## config.mk

```make
export PLATFORM = sky130hd
export DESIGN_NAME = des_round_engine
export DESIGN_NICKNAME = d
export VERILOG_FILES = /design/src/rtl/des_round_engine.sv
export SDC_FILE = /design/constraint.sdc
export NUM_CORES = 1
export LEC_CHECK = 0
export ABC_AREA = 0
export CORE_ASPECT_RATIO = 1.25
export CORE_MARGIN = 3
export CORE_UTILIZATION = 32
export DETAILED_ROUTE_END_ITERATION = 12
export RECOVER_POWER = 25
export SYNTH_ARGS = -nofsm -noshare
export SYNTH_HDL_FRONTEND = slang
export SYNTH_SLANG_ARGS = --single-unit
```

## constraint.sdc

```tcl
create_clock -name clk -period 3.4 [get_ports clk]
set_input_delay 0.68 -clock clk [delete_from_list [all_inputs] [get_ports clk]]
set_output_delay 0.68 -clock clk [all_outputs]
set_load 0.05 [all_outputs]
```

## src/rtl/des_round_engine.sv

```systemverilog
// -----------------------------------------------------------------------------
// des_round_engine
//
// Iterative DES Feistel core: one round per clock, 16 rounds per block.
// Sits between the initial-permutation stage (which drives data_in) and the
// inverse-permutation stage (which consumes data_out). Subkeys come from an
// external key schedule: the engine presents subkey_idx and expects the
// matching 48-bit subkey back combinationally in the same cycle.
//
// Each round computes E expansion, XOR with the subkey, S1..S8, and P. The
// final L/R swap is folded into data_out = {R16, L16}.
//
// Parameter:
//   EN          1 = encrypt (subkeys K1..K16), 0 = decrypt (K16..K1)
//
// Ports:
//   clk         rising-edge clock
//   rst_n       asynchronous active-low reset
//   in_valid    data_in holds a permuted block
//   in_ready    engine can accept a block
//   data_in     [63:32] = L0, [31:0] = R0; bit 63 is DES bit 1
//   subkey_idx  subkey needed this cycle, 0..15 = K1..K16
//   subkey      subkey for subkey_idx; bit 47 is DES bit 1
//   out_valid   data_out holds a finished block
//   out_ready   downstream accepts data_out
//   data_out    {R16, L16}
//   dbg_state   current FSM state (IDLE=0, RUN=1, DONE=2)
//
// Handshake: a transfer happens on a rising edge where valid && ready are
// both high. The sender holds valid and its data stable until that edge;
// ready may depend combinationally on state (and, in DONE with the
// back-to-back option, on out_ready), never on valid.
//
// Optional build macro: DES_ROUND_BACK2BACK_EN
//   When defined, DONE raises in_ready together with out_ready so a new block
//   can be loaded on the same edge the finished one is handed off, going
//   straight from DONE to RUN (17 cycles per block instead of 18).
// -----------------------------------------------------------------------------
module des_round_engine #(
    parameter bit EN = 1'b1
) (
    input  logic        clk,
    input  logic        rst_n,
    input  logic        in_valid,
    output logic        in_ready,
    input  logic [63:0] data_in,
    output logic [3:0]  subkey_idx,
    input  logic [47:0] subkey,
    output logic        out_valid,
    input  logic        out_ready,
    output logic [63:0] data_out,
    output logic [1:0]  dbg_state
);

    localparam logic [1:0] ST_IDLE = 2'd0;
    localparam logic [1:0] ST_RUN  = 2'd1;
    localparam logic [1:0] ST_DONE = 2'd2;

    // S-boxes, row-major: entry (row*16 + col) occupies nibble index
    // row*16+col counted from the most significant end.
    localparam logic [255:0] SBOX1 = 256'hE4D12FB83A6C5907_0F74E2D1A6CB9538_41E8D62BFC973A50_FC8249175B3EA06D;
    localparam logic [255:0] SBOX2 = 256'hF18E6B34972DC05A_3D47F28EC01A69B5_0E7BA4D158C6932F_D8A13F42B67C05E9;
    localparam logic [255:0] SBOX3 = 256'hA09E63F51DC7B428_D709346A285ECBF1_D6498F30B12C5AE7_1AD069874FE3B52C;
    localparam logic [255:0] SBOX4 = 256'h7DE3069A1285BC4F_D8B56F03472C1AE9_A690CB7DF13E5284_3F06A1D8945BC72E;
    localparam logic [255:0] SBOX5 = 256'h2C417AB6853FD0E9_EB2C47D150FA3986_421BAD78F9C5630E_B8C71E2D6F09A453;
    localparam logic [255:0] SBOX6 = 256'hC1AF92680D34E75B_AF427C9561DE0B38_9EF528C3704A1DB6_432C95FABE17608D;
    localparam logic [255:0] SBOX7 = 256'h4B2EF08D3C975A61_D0B7491AE35C2F86_14BDC37EAF680592_6BD814A7950FE23C;
    localparam logic [255:0] SBOX8 = 256'hD2846FB1A93E50C7_1FD8A374C56B0E92_7B419CE206ADF358_21E74A8DFC90356B;

    // E expansion. DES bit n of R is r[32-n]; each 6-bit group borrows the
    // neighbouring bit on each side, wrapping bit 32 <-> bit 1.
    function automatic logic [47:0] e_expand(input logic [31:0] r);
        return {r[0],     r[31:27],
                r[28:23], r[24:19],
                r[20:15], r[16:11],
                r[12:7],  r[8:3],
                r[4:0],   r[31]};
    endfunction

    // Row is the outer bit pair (b1,b6), column the inner four bits.
    function automatic logic [3:0] sbox_lookup(input logic [255:0] tbl,
                                               input logic [5:0]   six);
        logic [5:0]   idx;
        logic [255:0] shifted;
        idx     = {six[5], six[0], six[4:1]};
        shifted = tbl << {idx, 2'b00};
        return shifted[255:252];
    endfunction

    // P permutation written out as a bit gather (output bit i takes DES bit
    // P[i] of the S-box output, i.e. s[32-P[i]]).
    function automatic logic [31:0] p_perm(input logic [31:0] s);
        return {s[16], s[25], s[12], s[11], s[3],  s[20], s[4],  s[15],
                s[31], s[17], s[9],  s[6],  s[27], s[14], s[1],  s[22],
                s[30], s[24], s[8],  s[18], s[0],  s[5],  s[29], s[23],
                s[13], s[19], s[2],  s[26], s[10], s[21], s[28], s[7]};
    endfunction

    function automatic logic [31:0] f_func(input logic [31:0] r,
                                           input logic [47:0] k);
        logic [47:0] x;
        logic [31:0] s;
        x = e_expand(r) ^ k;
        s = {sbox_lookup(SBOX1, x[47:42]), sbox_lookup(SBOX2, x[41:36]),
             sbox_lookup(SBOX3, x[35:30]), sbox_lookup(SBOX4, x[29:24]),
             sbox_lookup(SBOX5, x[23:18]), sbox_lookup(SBOX6, x[17:12]),
             sbox_lookup(SBOX7, x[11:6]),  sbox_lookup(SBOX8, x[5:0])};
        return p_perm(s);
    endfunction

    logic [1:0]  state_q,     state_d;
    logic [3:0]  cnt_q,       cnt_d;
    logic [31:0] l_q,         l_d;
    logic [31:0] r_q,         r_d;
    logic [63:0] data_out_q,  data_out_d;
    logic        out_valid_q, out_valid_d;

    logic [31:0] round_r;

    // The counter is held at 0 outside RUN, so subkey_idx rests on the
    // round-0 index and the key schedule can pre-drive K1 / K16.
    assign subkey_idx = EN ? cnt_q : (4'd15 - cnt_q);
    assign round_r    = l_q ^ f_func(r_q, subkey);

    assign out_valid  = out_valid_q;
    assign data_out   = data_out_q;
    assign dbg_state  = state_q;

    always_comb begin
        state_d     = state_q;
        cnt_d       = cnt_q;
        l_d         = l_q;
        r_d         = r_q;
        data_out_d  = data_out_q;
        out_valid_d = out_valid_q;
        in_ready    = 1'b0;

        case (state_q)
            ST_IDLE: begin
                in_ready = 1'b1;
                if (in_valid) begin
                    l_d     = data_in[63:32];
                    r_d     = data_in[31:0];
                    cnt_d   = 4'd0;
                    state_d = ST_RUN;
                end
            end

            ST_RUN: begin
                l_d   = r_q;
                r_d   = round_r;
                cnt_d = cnt_q + 4'd1;
                if (cnt_q == 4'd15) begin
                    // Last round: publish the pre-output with the final
                    // swap applied, and park the counter at 0.
                    cnt_d       = 4'd0;
                    data_out_d  = {round_r, r_q};
                    out_valid_d = 1'b1;
                    state_d     = ST_DONE;
                end
            end

            ST_DONE: begin
`ifdef DES_ROUND_BACK2BACK_EN
                in_ready = out_ready;
`endif
                if (out_ready) begin
                    out_valid_d = 1'b0;
                    state_d     = ST_IDLE;
`ifdef DES_ROUND_BACK2BACK_EN
                    if (in_valid) begin
                        l_d     = data_in[63:32];
                        r_d     = data_in[31:0];
                        cnt_d   = 4'd0;
                        state_d = ST_RUN;
                    end
`endif
                end
            end

            default: begin
                state_d = ST_IDLE;
            end
        endcase
    end

    always_ff @(posedge clk or negedge rst_n) begin
        if (!rst_n) begin
            state_q     <= ST_IDLE;
            cnt_q       <= 4'd0;
            l_q         <= 32'd0;
            r_q         <= 32'd0;
            data_out_q  <= 64'd0;
            out_valid_q <= 1'b0;
        end else begin
            state_q     <= state_d;
            cnt_q       <= cnt_d;
            l_q         <= l_d;
            r_q         <= r_d;
            data_out_q  <= data_out_d;
            out_valid_q <= out_valid_d;
        end
    end

endmodule
```

==> summary.md, run 1 <==
| Metric | Value |
|---|---|
| DR vias | 11262 |
| Worst-skew pair later-pin latency | 0.43 ns |
| Cell variety after synth | 62 |
| Num CTS Buffers | 17 |
| Die Width | 172 um |
| Final setup vio count | 0 |
| Final cell count without fillers | 2042 |
| Setup slack after placement | -0.188 ns |
| Clk sink count | 135 |
| Crit path launch type | input port |
| Number of max-slew violations in the final report | 74 |
| Layout cell share with drive strength beyond 1 | 13.4% |
| CTS Hold Buffers Added | 0 |
| GPL Wtd Cong | 0.947 |
| Fillers | 3419 |
| Fin Setup TNS | 0 ns |
| Sequential-to-total area share from yosys stat | 30.7% |
| Layout overhead on the synthesized area | 34.2% |
| Most common cell in the netlist | nand2_1 |
| # Max-Cap Violations | 1 |
| Drt first pass iters | 5 |
| Max Fclk | 318 MHz |
| DP Wirelength | 31200 um |
| CTS tree | done |
| Crit path DAT | 3.45 ns |
| Inserted Diodes | 0 |
| CTS Buffer Depth | 2 |
| Setup CP Type | input port to flop |
| CP endpoint kind | flop |
| First-pass GRT wire length | 63100 um |
| Synth top area share | 30.7% |
| I/O Pins | 188 |
| CTS clk-pin slew, worst paths | 0.06 ns |
| Final worst path period need | 3.14 ns |
| Synthesized netlist cell count | 1351 |
| Min-delay worst type | flop to flop |
| Placed cell count | 2010 |
| Syn nets | 1530 |
| Hold Slack | 0.480 ns |
| DR WL/cell | 19.9 um |
| Vias in the first global route | 11025 |
| Total GRT Usage | 22.1% |
| Initial antenna violation count | 2 |
| Initial core utilization | 32.6% |
| Final worst slack | 0.257 ns |
| GRT overflow | 0 |
| Synth Flop Type | dfrtp_1 |
| Final period util | 92.4% |
| Cell taking the most area after synthesis | dfrtp_1 |
| Synth top cells by count | 250 x nand2_1, 135 x dfrtp_1, 108 x o21ai_0, 101 x nor2_1, 67 x a21oi_1 |
| Final Hold Fails | 0 |
| Outcome | complete, but fails checks |
| Failing checks | max-capacitance violations, max-slew violations |
| Die Height | 213 um |
| Top cells by area, synth | dfrtp_1 31%, nand2_1 8.5%, ha_1 7.2%, xnor2_1 5.2%, o21ai_0 4.9% |
| RSZ-0062 raised after global routing | false |
| EDFF count, synth | 0 |
| Drt drc | 0 |
| H-tree depth | 4 |
| Antenna viol nets, final | 0 |
| Avg Cell Area, Syn | 8.15 sq um |
| Critical Path Fanout Max | 4 |
| Asr flop ratio synth | 100% |
| #FFs+latches synth | 135 |
| Final worst clock skew | 0.00988 ns |
| Critical Path RT | 3.71 ns |
| Number of synthesis warnings | 0 |
| Final wirelength | 40700 um |
| Post-CTS Resized | 0 |
| Port buffer count | 187 |
| Post-CTS Setup Repair Bufs | 0 |
| Nets | 1785 |
| Die ar. | 36700 sq um |
| Vias/cell | 5.52 |
| Max-slew headroom | -30.1% |
| Number of DRC markers after the initial detailed-route iteration | 845 |
| Root buf cell | clkbuf_16 |
| Worst-Margin Slew | 1.95 ns |
| Netlist Area Pre-Place | 11000 sq um |
| Core Region | 33800 sq um |
| Site row count | 75 |
| Pin count of the biggest net entering global routing | 74 |
[worst max-delay path, stage by stage]
cell	delay, ns
clkdlybuf4s50_1	0.50
xor2_1	0.35
inv_1	0.15
ha_1	0.25
o21ai_0	0.23
a21oi_1	0.10
o311a_1	0.35
a211oi_1	0.36
buf_4	0.18
xor2_1	0.18
o21ai_0	0.11
[stage by stage]
stage	utilization [%]	instance area, sq um
after floorplan	-	11000
after global placement	42.0	14200
after detailed placement	42.0	14200
after CTS	43.8	14800
after global routing	43.8	14800
final	43.8	14800
[area by class of cell]
| type | count | area [sq um] | area share [%] |
|---|---|---|---|
| multi-input combinational | 1090 | 7140 | 48.3 |
| sequential | 135 | 3380 | 22.8 |
| timing repair buffer | 328 | 2990 | 20.2 |
| tap | 423 | 529 | 3.58 |
| clock buffer | 17 | 425 | 2.88 |
| clock inverter | 15 | 203 | 1.37 |
| inverter | 34 | 128 | 0.863 |
[layout by cell type, fill, tap and decap left out, types with 20 or more instances in the layout]
cell type        Yosys  routed
nand2_1            250     249
clkdlybuf4s50_1      0     186
dfrtp_1            135     135
buf_4                5     135
o21ai_0            108     108
nor2_1             101      99
a21oi_1             67      67
xnor2_1             65      65
ha_1                63      63
xor2_1              60      60
nand3_1             43      43
a31oi_1             32      32
inv_1               29      29
and3_1              25      25
nor3_1              24      24
a211oi_1            23      23
mux2i_1             20      20
[per-layer routing]
metal | GRT usage, % | share of wire [%]
met3 | 3.74 | 5.9
met4 | 7.24 | 2.8
met5 | 0 | 0.084
met2 | 38.2 | 50
met1 | 28.0 | 42
[flip-flops by register name (all words and copies together) (netlist names)]
signal / count
out_valid: 1
l_q: 32
subkey_idx: 4
dbg_state: 2
r_q: 32
data_out: 64
[cells by family after synthesis]
logic type	Yosys count	synth area share [%]
AO/OA/AOI/OAI	369	21.7
XOR/XNOR	133	11.1
adder cells (fa/ha/maj)	63	7.16
buffers and inverters	126	4.75
flip-flops	135	30.7
multiplexers	42	5.77
AND/OR/NAND/NOR	483	18.8
[worst paths after layout]
check                       startpoint       endpoint  slack (ns)  cells after the start
setup / recovery            subkey[14]   data_out[35]        0.26                     11
hold / removal             data_out[4]    data_out[4]        0.48                      2
setup reg to reg                r_q[9]   data_out[35]        0.56                     10
hold reg to reg            data_out[4]    data_out[4]        0.48                      2
max in group asynchronous        rst_n   data_out[62]        0.68                      2
min in group asynchronous        rst_n  subkey_idx[1]        0.76                      1
Power of run 1 is left out: the tool's default activity adds up to more than one toggle a clock period on the data nets, which glitch-free logic cannot reach.
==> run 2: changes to the inputs <==
- GPL_TIMING_DRIVEN: default -> 0
==> summary.md, run 2 (synthesis gave the netlist of run 1 again) <==
| Metric | Value |
|---|---|
| Outcome | complete, but fails checks (unchanged) |
| Failing checks | max-capacitance violations, max-slew violations (unchanged) |
| Die Height | 213 um (unchanged) |
| Final cell count without fillers | 1996 (was 2042) |
| DP Wirelength | 33100 um (was 31200 um) |
| Worst R2R End | data_out[51] (was data_out[35]) |
| Vias in the first global route | 10859 (was 11025) |
| Crit path DAT | 3.52 ns (was 3.45 ns) |
| Finished Core Util | 42.3% (was 43.8%) |
| Port buffer count | 187 (unchanged) |
| CTS tree | done (unchanged) |
| Drt drc | 0 (unchanged) |
| Num CTS Buffers | 17 (unchanged) |
| Die Width | 172 um (unchanged) |
| Total GRT Usage | 23.2% (was 22.1%) |
| CP endpoint kind | flop (unchanged) |
| WHS Endpoint | data_out[8] (was data_out[4]) |
| Nets | 1739 (was 1785) |
| Final Hold Fails | 0 (unchanged) |
| Met1 Use GR | 30.4% (was 28.0%) |
| R2r setup slk | 0.29 ns (was 0.56 ns) |
| Vias/cell | 5.69 (was 5.52) |
| Placed cell count | 1962 (was 2010) |
| GPL Wtd Cong | 0.945 (was 0.947) |
| Antenna viol nets, final | 0 (unchanged) |
| Final wirelength | 43600 um (was 40700 um) |
| Critical Path RT | 3.69 ns (was 3.71 ns) |
| # Max-Cap Violations | 1 (unchanged) |
| Max-slew headroom | -58.6% (was -30.1%) |
| DR vias | 11367 (was 11262) |
| CTS Buffer Depth | 2 (unchanged) |
| GR Util met3 | 3.52% (was 3.74%) |
| GR Util met2 | 37.3% (was 38.2%) |
| Final period util | 95.1% (was 92.4%) |
| Critical Path Fanout Max | 8 (was 4) |
| Commonest non-fill, non-tap cell in the layout | nand2_1 (unchanged) |
| First-pass GRT wire length | 64900 um (was 63100 um) |
| DR WL/cell | 21.8 um (was 19.9 um) |
| Setup CP Type | input port to flop (unchanged) |
| I/O Pins | 188 (unchanged) |
| Layout cell share with drive strength beyond 1 | 7.88% (was 13.4%) |
| Pin count of the biggest net entering global routing | 97 (was 74) |
| Number of max-slew violations in the final report | 41 (was 74) |
| Initial antenna violation count | 1 (was 2) |
| Largest register FFs | 64 (unchanged) |
| Core Region | 33800 sq um (unchanged) |
| Number of DRC markers after the initial detailed-route iteration | 1081 (was 845) |
| Hold path cells | 2 (unchanged) |
| CTS clk-pin slew, worst paths | 0.06 ns (about the same) |
| Worst-skew pair later-pin latency | 0.43 ns (about the same) |
| R2R cell count | 9 (was 10) |
| Min-delay worst type | flop to flop (unchanged) |
| Layer with the highest usage | met2 (unchanged) |
| Drt first pass iters | 7 (was 5) |
| Inserted Diodes | 0 (unchanged) |
| Site row count | 75 (unchanged) |
| Die ar. | 36700 sq um (unchanged) |
| Root buf cell | clkbuf_16 (unchanged) |
| Clk sink count | 135 (unchanged) |
| Final setup vio count | 0 (unchanged) |
| Worst-Margin Slew | 2.38 ns (was 1.95 ns) |
| Most frequent cells in the layout | 250 x nand2_1, 186 x clkdlybuf4s50_1, 135 x dfrtp_1, 108 x o21ai_0, 100 x nor2_1 (was 249 x nand2_1, 186 x clkdlybuf4s50_1, 135 x dfrtp_1, 135 x buf_4, 108 x o21ai_0) |
| CTS Hold Buffers Added | 0 (unchanged) |
| Final worst clock skew | 0.0105 ns (was 0.00988 ns) |
| Fin Setup TNS | 0 ns (unchanged) |
| Hold path start | data_out[8] (was data_out[4]) |
| H-tree depth | 4 (unchanged) |
| Crit path launch type | input port (unchanged) |
| Layout overhead on the synthesized area | 29.6% (was 34.2%) |
| GRT overflow | 0 (unchanged) |
| Max Fclk | 309 MHz (was 318 MHz) |
| Initial core utilization | 32.6% (unchanged) |
| Final worst path period need | 3.23 ns (was 3.14 ns) |
| Critical R2R Launch | r_q[24] (was r_q[9]) |
[run 2: cell count changes in the layout (fill, tap and decap cells not counted), moves of 2 or more]
cell	change
buf_2	+25
clkbuf_1	+59
nor2_4	-2
xor2_2	+4
buf_1	+2
inv_2	+2
buf_4	-126
xor2_4	+8
xnor2_1	-2
clkinv_4	-2
buf_12	-5
xor2_1	-12
[run 2: how the worst max path moves through the flow]
stage	start	end	slack [ns]
after floorplan	subkey[38]	data_out[62]	0.22
after global placement	rst_n	data_out[12]	-4.12
after detailed placement	subkey[13]	data_out[35]	-0.83
after CTS	subkey[26]	data_out[38]	0.003
after global routing	subkey[14]	data_out[35]	-0.002
final	subkey[25]	data_out[38]	0.17
[run 2: critical path: stages]
cell and delay, ns:
clkdlybuf4s50_1 0.50, xor2_2 0.36, inv_1 0.24, ha_1 0.31
mux4_2 0.46, and2_1 0.18, a211o_1 0.26, o21ai_1 0.26
xor2_1 0.17, o21ai_0 0.09
[run 2: routing by layer]
layer / vias to the layer above / routed length (um)
met4: 2 / 2310
met5: - / 18
met2: 557 / 20000
met3: 93 / 3300
met1: 5482 / 17900
li1: 5233 / -
[run 2: metrics by stage]
step / setup WS [ns] / hold WS [ns] / cell area (sq um)
after floorplan: 0.217 / 0.384 / 11000
after global placement: -4.12 / 0.461 / 13400
after detailed placement: -0.828 / 0.466 / 13400
after CTS: 0.00305 / 0.177 / 14200
after global routing: -0.00179 / 0.498 / 14300
final: 0.166 / 0.481 / 14300
[run 2: final cells by class]
type	instances	area [sq um]
Inverter	34	128
Fill cell	3390	19500
Timing Repair Buffer	192	1910
Multi-Input combinational cell	1090	7330
Clock inverter	13	170
Buffer	90	389
Tap cell	423	529
Clock buffer	19	443
Sequential cell	135	3380
[run 2: timing repair]
action,in CTS,in global routing
buffers inserted,0,4
pin swaps,0,2
resized for setup,15,15
setup endpoints to repair,33,27
Power of run 2 is left out for the same reason.
==> run 3: changes to the inputs <==
- ABC_CLOCK_PERIOD_IN_PS: default -> 3400
==> results of run 3 <==
No change in the layout: final DEF, timing and power equal those of run 2.
Power of run 3 is left out for the same reason.
